## config.mk

```make
export PLATFORM = sky130hd
export DESIGN_NAME = pps_sram_bridge
export DESIGN_NICKNAME = d
export VERILOG_FILES = /design/src/rtl/pps_sram_bridge.sv
export SDC_FILE = /design/constraint.sdc
export NUM_CORES = 1
export LEC_CHECK = 0
export ABC_AREA = 1
export BUFFER_PORTS_ARGS = -buffer_cell sky130_fd_sc_hd__buf_2
export CAP_MARGIN = 0
export CORE_ASPECT_RATIO = 2
export CORE_MARGIN = 2
export CORE_UTILIZATION = 40
export DETAILED_ROUTE_END_ITERATION = 10
export MAX_ROUTING_LAYER = met4
export PLACE_DENSITY = 0.71
export SLEW_MARGIN = 0
export SYNTH_ARGS = -nofsm -noshare
export SYNTH_HDL_FRONTEND = slang
export SYNTH_SLANG_ARGS = --single-unit
```

## constraint.sdc

```tcl
create_clock -name clk -period 2.5 [get_ports clk]
set_input_delay 0.25 -clock clk [delete_from_list [all_inputs] [get_ports clk]]
set_output_delay 0.25 -clock clk [all_outputs]
set_load 0.03 [all_outputs]
```

## src/rtl/pps_sram_bridge.sv

```systemverilog
// Shared single-port async SRAM front-end for the PPS core.
// Arbitrates fetch and load/store ports; all pad outputs registered.
module pps_sram_bridge #(
  parameter int ADDR_W        = 18,
  parameter int WAIT_CYCLES   = 1,
  parameter bit DATA_PRIORITY = 1'b1
) (
  input  logic              clk,
  input  logic              rst,
  input  logic              inst_req,
  input  logic [31:0]       inst_addr,
  output logic [31:0]       inst_rdata,
  output logic              inst_ready,
  input  logic              data_req,
  input  logic [31:0]       data_addr,
  input  logic [31:0]       data_wdata,
  input  logic [3:0]        bwe,
  output logic [31:0]       data_rdata,
  output logic              data_ready,
  output logic              stall,
  output logic [ADDR_W-1:0] sram_addr,
  input  logic [31:0]       sram_dq_in,
  output logic [31:0]       sram_dq_out,
  output logic              sram_dq_oe,
  output logic              sram_ce_n,
  output logic              sram_oe_n,
  output logic              sram_we_n,
  output logic [3:0]        sram_be_n
);

  if (WAIT_CYCLES < 0 || WAIT_CYCLES > 15) begin : g_bad_wait
    $error("pps_sram_bridge: WAIT_CYCLES must be 0..15");
  end

  localparam logic [3:0] LAST = 4'(WAIT_CYCLES);

  typedef enum logic [1:0] {IDLE, ACCESS, DONE} state_t;

  state_t            state, state_d;
  logic [3:0]        cnt, cnt_d;
  logic              gnt_data, gnt_d;
  logic              rr_data, rr_d;
  logic              store, store_d;
  logic              pick, op_st, cap;
  logic [ADDR_W-1:0] addr_d;
  logic [31:0]       dq_out_d;
  logic [3:0]        be_d;
  logic              ce_d, oe_d, we_d, dq_oe_d;

  wire unused_ok = &{1'b0, inst_addr, data_addr};

  assign inst_ready = (state == DONE) & ~gnt_data;
  assign data_ready = (state == DONE) & gnt_data;
  assign stall = (inst_req & ~inst_ready) | (data_req & ~data_ready);

  // rr_data set means the data port wins the next tie
  assign pick  = data_req &
                 (~inst_req | (DATA_PRIORITY ? 1'b1 : rr_data));
  assign op_st = pick & (|bwe);

  always_comb begin
    state_d  = state;
    cnt_d    = cnt;
    gnt_d    = gnt_data;
    rr_d     = rr_data;
    store_d  = store;
    addr_d   = sram_addr;
    dq_out_d = sram_dq_out;
    be_d     = sram_be_n;
    ce_d     = 1'b1;
    oe_d     = 1'b1;
    we_d     = 1'b1;
    dq_oe_d  = 1'b0;
    cap      = 1'b0;
    unique case (state)
      IDLE: begin
        if (inst_req | data_req) begin
          gnt_d   = pick;
          rr_d    = ~pick;
          store_d = op_st;
          addr_d  = pick ? data_addr[ADDR_W+1:2]
                         : inst_addr[ADDR_W+1:2];
          if (op_st) dq_out_d = data_wdata;
          be_d    = op_st ? ~bwe : 4'h0;
          ce_d    = 1'b0;
          oe_d    = op_st;
          we_d    = ~op_st;
          dq_oe_d = op_st;
          cnt_d   = 4'd0;
          state_d = ACCESS;
        end
      end
      ACCESS: begin
        ce_d    = 1'b0;
        dq_oe_d = store;
        if (cnt == LAST) begin
          cap     = ~store;
          state_d = DONE;
        end else begin
          oe_d  = store;
          we_d  = ~store;
          cnt_d = cnt + 4'd1;
        end
      end
      DONE: begin
        be_d    = 4'hF;
        state_d = IDLE;
      end
      default: state_d = IDLE;
    endcase
  end

  always_ff @(posedge clk or negedge rst) begin
    if (!rst) begin
      state       <= IDLE;
      cnt         <= 4'd0;
      gnt_data    <= 1'b0;
      rr_data     <= 1'b0;
      store       <= 1'b0;
      inst_rdata  <= 32'h0;
      data_rdata  <= 32'h0;
      sram_addr   <= '0;
      sram_dq_out <= 32'h0;
      sram_dq_oe  <= 1'b0;
      sram_ce_n   <= 1'b1;
      sram_oe_n   <= 1'b1;
      sram_we_n   <= 1'b1;
      sram_be_n   <= 4'hF;
    end else begin
      state       <= state_d;
      cnt         <= cnt_d;
      gnt_data    <= gnt_d;
      rr_data     <= rr_d;
      store       <= store_d;
      sram_addr   <= addr_d;
      sram_dq_out <= dq_out_d;
      sram_dq_oe  <= dq_oe_d;
      sram_ce_n   <= ce_d;
      sram_oe_n   <= oe_d;
      sram_we_n   <= we_d;
      sram_be_n   <= be_d;
      if (cap && gnt_data)  data_rdata <= sram_dq_in;
      if (cap && !gnt_data) inst_rdata <= sram_dq_in;
    end
  end

endmodule

```

==> metrics.txt <==
outcome complete, no violations; Final ANT Viol Nets 0; Worst setup startpoint gnt_data; Rel. slew slack 0.551; largest net degree at the start of global routing 81; sequential fraction of the synthesis area 0.600; WHS 0.0723 ns; RSZ-0062 raised after global routing no; Clk Latency, worst-skew pair 0.41 ns; Row Count 60; drt initial violations 195; Final period util 0.753; Setup TNS 0 ns; Area Overhead vs Synth 32.0%; grt total ovfl 0; syn_nets 736; CP Class flip-flop to primary output; Post-Layout Inst Area 7170 sq um; # port buffers 232; arrival time of the worst setup path 1.63 ns; wire per inst 14.7 um; most common cell after layout, fill and taps aside buf_2; CTS Buf Count 17; Placed Cells 958; fmax 531 MHz; Max-Cap Viols 0; CP Capture Type primary output; Reg2Reg Setup Slack 0.87 ns; CTS tree done; Non-Filler Instances 990; WP data required 2.25 ns; drt drc 0; Die ar. 14600 sq um; die width 86.4 um; FILL cells 1332; final hold viol count 0; worst reg2reg path startpoint state[1]; FF-to-FF path depth 6; CTS resizes 0; critical-path maximum fanout 15; root buffer cell clkbuf_16; Largest stage delay, worst path 0.68 ns; via/cell ratio 4.85; first-pass GRT wire length 23.3 mm; cts hold-fix bufs 1; maximum VDD drop 0.602 mV; Leak 0.00402 uW; Antenna diodes 0; drt first pass iters 4; final WL 14.6 mm; leading cell types in the layout, fill and taps excluded buf_2, nand2_1, dfrtp_1; HPWL Detailed 10.1 mm; number of global-route vias before repair 4690; clock buffer depth 2; worst-path cell chain inv_2 > nor2_1 > o22ai_1 > buf_2; core box area 13400 sq um; Critical R2R Capture sram_dq_out[6]; Slew @ Worst Pin 0.670 ns; hold crit path type input pin to flip-flop; Die Ht 169 um; Synth Cell Area 5430 sq um; instance area after placement 6630 sq um; Reg clk slew, reported paths 0.06 ns; layout cells sized above 1 0.347; I/O Pins 261; Final Max Tran Viols 0; CTS Sinks 130; skew final 0.0140 ns; Final #Nets 961; Syn Inst Count 598; PD cells 1560 nW/um^2; Starting Density 0.407; Routability Congestion 0.838; vias 4798; Power Total 11200 uW; Setup Buffers After CTS 0; syn_area_per_cell 9.09 sq um; GRT Overall Usage 0.210; final setup fails 0; register area 3260 sq um; footprint of the multi-input gates 1850 sq um; #FFs+latches synth 130; Distinct cells, synth 22; Tmin final 1.88 ns; Ys Warns 0; initial antenna violation count 0; CP max stage cell dfrtp_1; Worst setup SP type flip-flop; H-tree Lvls 4; crit path capture stall
-- sequential cells by signal, indices dropped and copies added (netlist names) --
name	flops
sram_ce_n	1
sram_dq_out	32
cnt	4
store	1
state	2
sram_we_n	1
gnt_data	1
data_rdata	32
inst_rdata	32
sram_addr	18
sram_dq_oe	1
sram_be_n	4
sram_oe_n	1
-- worst min path at each step --
stage                               from  cells past startpoint              end
after global routing      data_wdata[19]                      3  sram_dq_out[19]
after global placement               rst                      1    inst_rdata[8]
final                     data_wdata[21]                      3  sram_dq_out[21]
after detailed placement             rst                      1    inst_rdata[8]
after CTS                 data_wdata[14]                      3  sram_dq_out[14]
after floorplan                      rst                      0           cnt[0]
-- layout make-up --
cell class / instances / area share
multi-input cells: 415 / 0.258
inverters: 16 / 0.00838
clock buffers: 17 / 0.0593
well taps: 155 / 0.0270
repair buffers: 243 / 0.178
flip-flops and latches: 130 / 0.455
clock inverters: 14 / 0.0145
-- synthesized netlist by cell type, drive strengths merged --
cell type	number	area share
dfrtp	123	0.57
nand3	106	0.098
o21bai	1	0.0014
o22ai	1	0.0012
dfstp	7	0.034
nand2	225	0.16
ha	2	0.0046
xnor2	1	0.0016
clkbuf	11	0.0076
nand4	4	0.0046
o21ai	10	0.0092
inv	16	0.011
nor2	45	0.035
buf	26	0.040
a21oi	2	0.0018
o31ai	18	0.025
-- per-layer routing --
metal | wire length [um] | GRT usage | vias to the layer above
met3 | 796 | 0.0429 | 34
met5 | 0 | - | -
met2 | 7600 | 0.347 | 183
met1 | 5660 | 0.240 | 2197
li1 | - | - | 2384
met4 | 494 | 0.0978 | 0
-- stage by stage --
stage	utilization	worst slack, ns
2_1_floorplan	-	0.915
3_3_place_gp	0.496	0.469
3_5_place_dp	0.496	0.415
4_1_cts	0.537	0.581
5_1_grt	0.537	0.484
6_report	0.537	0.619
-- logic make-up after synthesis --
family | Yosys count | share of synthesized area
simple gates | 380 | 0.296
flops | 130 | 0.600
fa+ha+maj | 2 | 0.00460
compound gates | 32 | 0.0385
buf+inv | 53 | 0.0589
xor+xnor | 1 | 0.00161
-- power breakdown --
part | total, uW | internal (uW) | leakage [uW] | switching, uW
Sequential | 3740 | 3170 | 0.00158 | 573
Combinational | 5190 | 1400 | 0.00218 | 3790
Clock | 2220 | 1270 | 0.000256 | 949
Total | 11200 | 5850 | 0.00402 | 5310
-- worst max-delay path: cells and delay by family, from the launching register on --
kind	cells	cell delay, ns
DFF	1	0.68
buffers and inverters	2	0.29
and+or+nand+nor	1	0.16
AOI/OAI and AO/OA	1	0.10
Note: power is estimated with default switching activity, not from simulation.
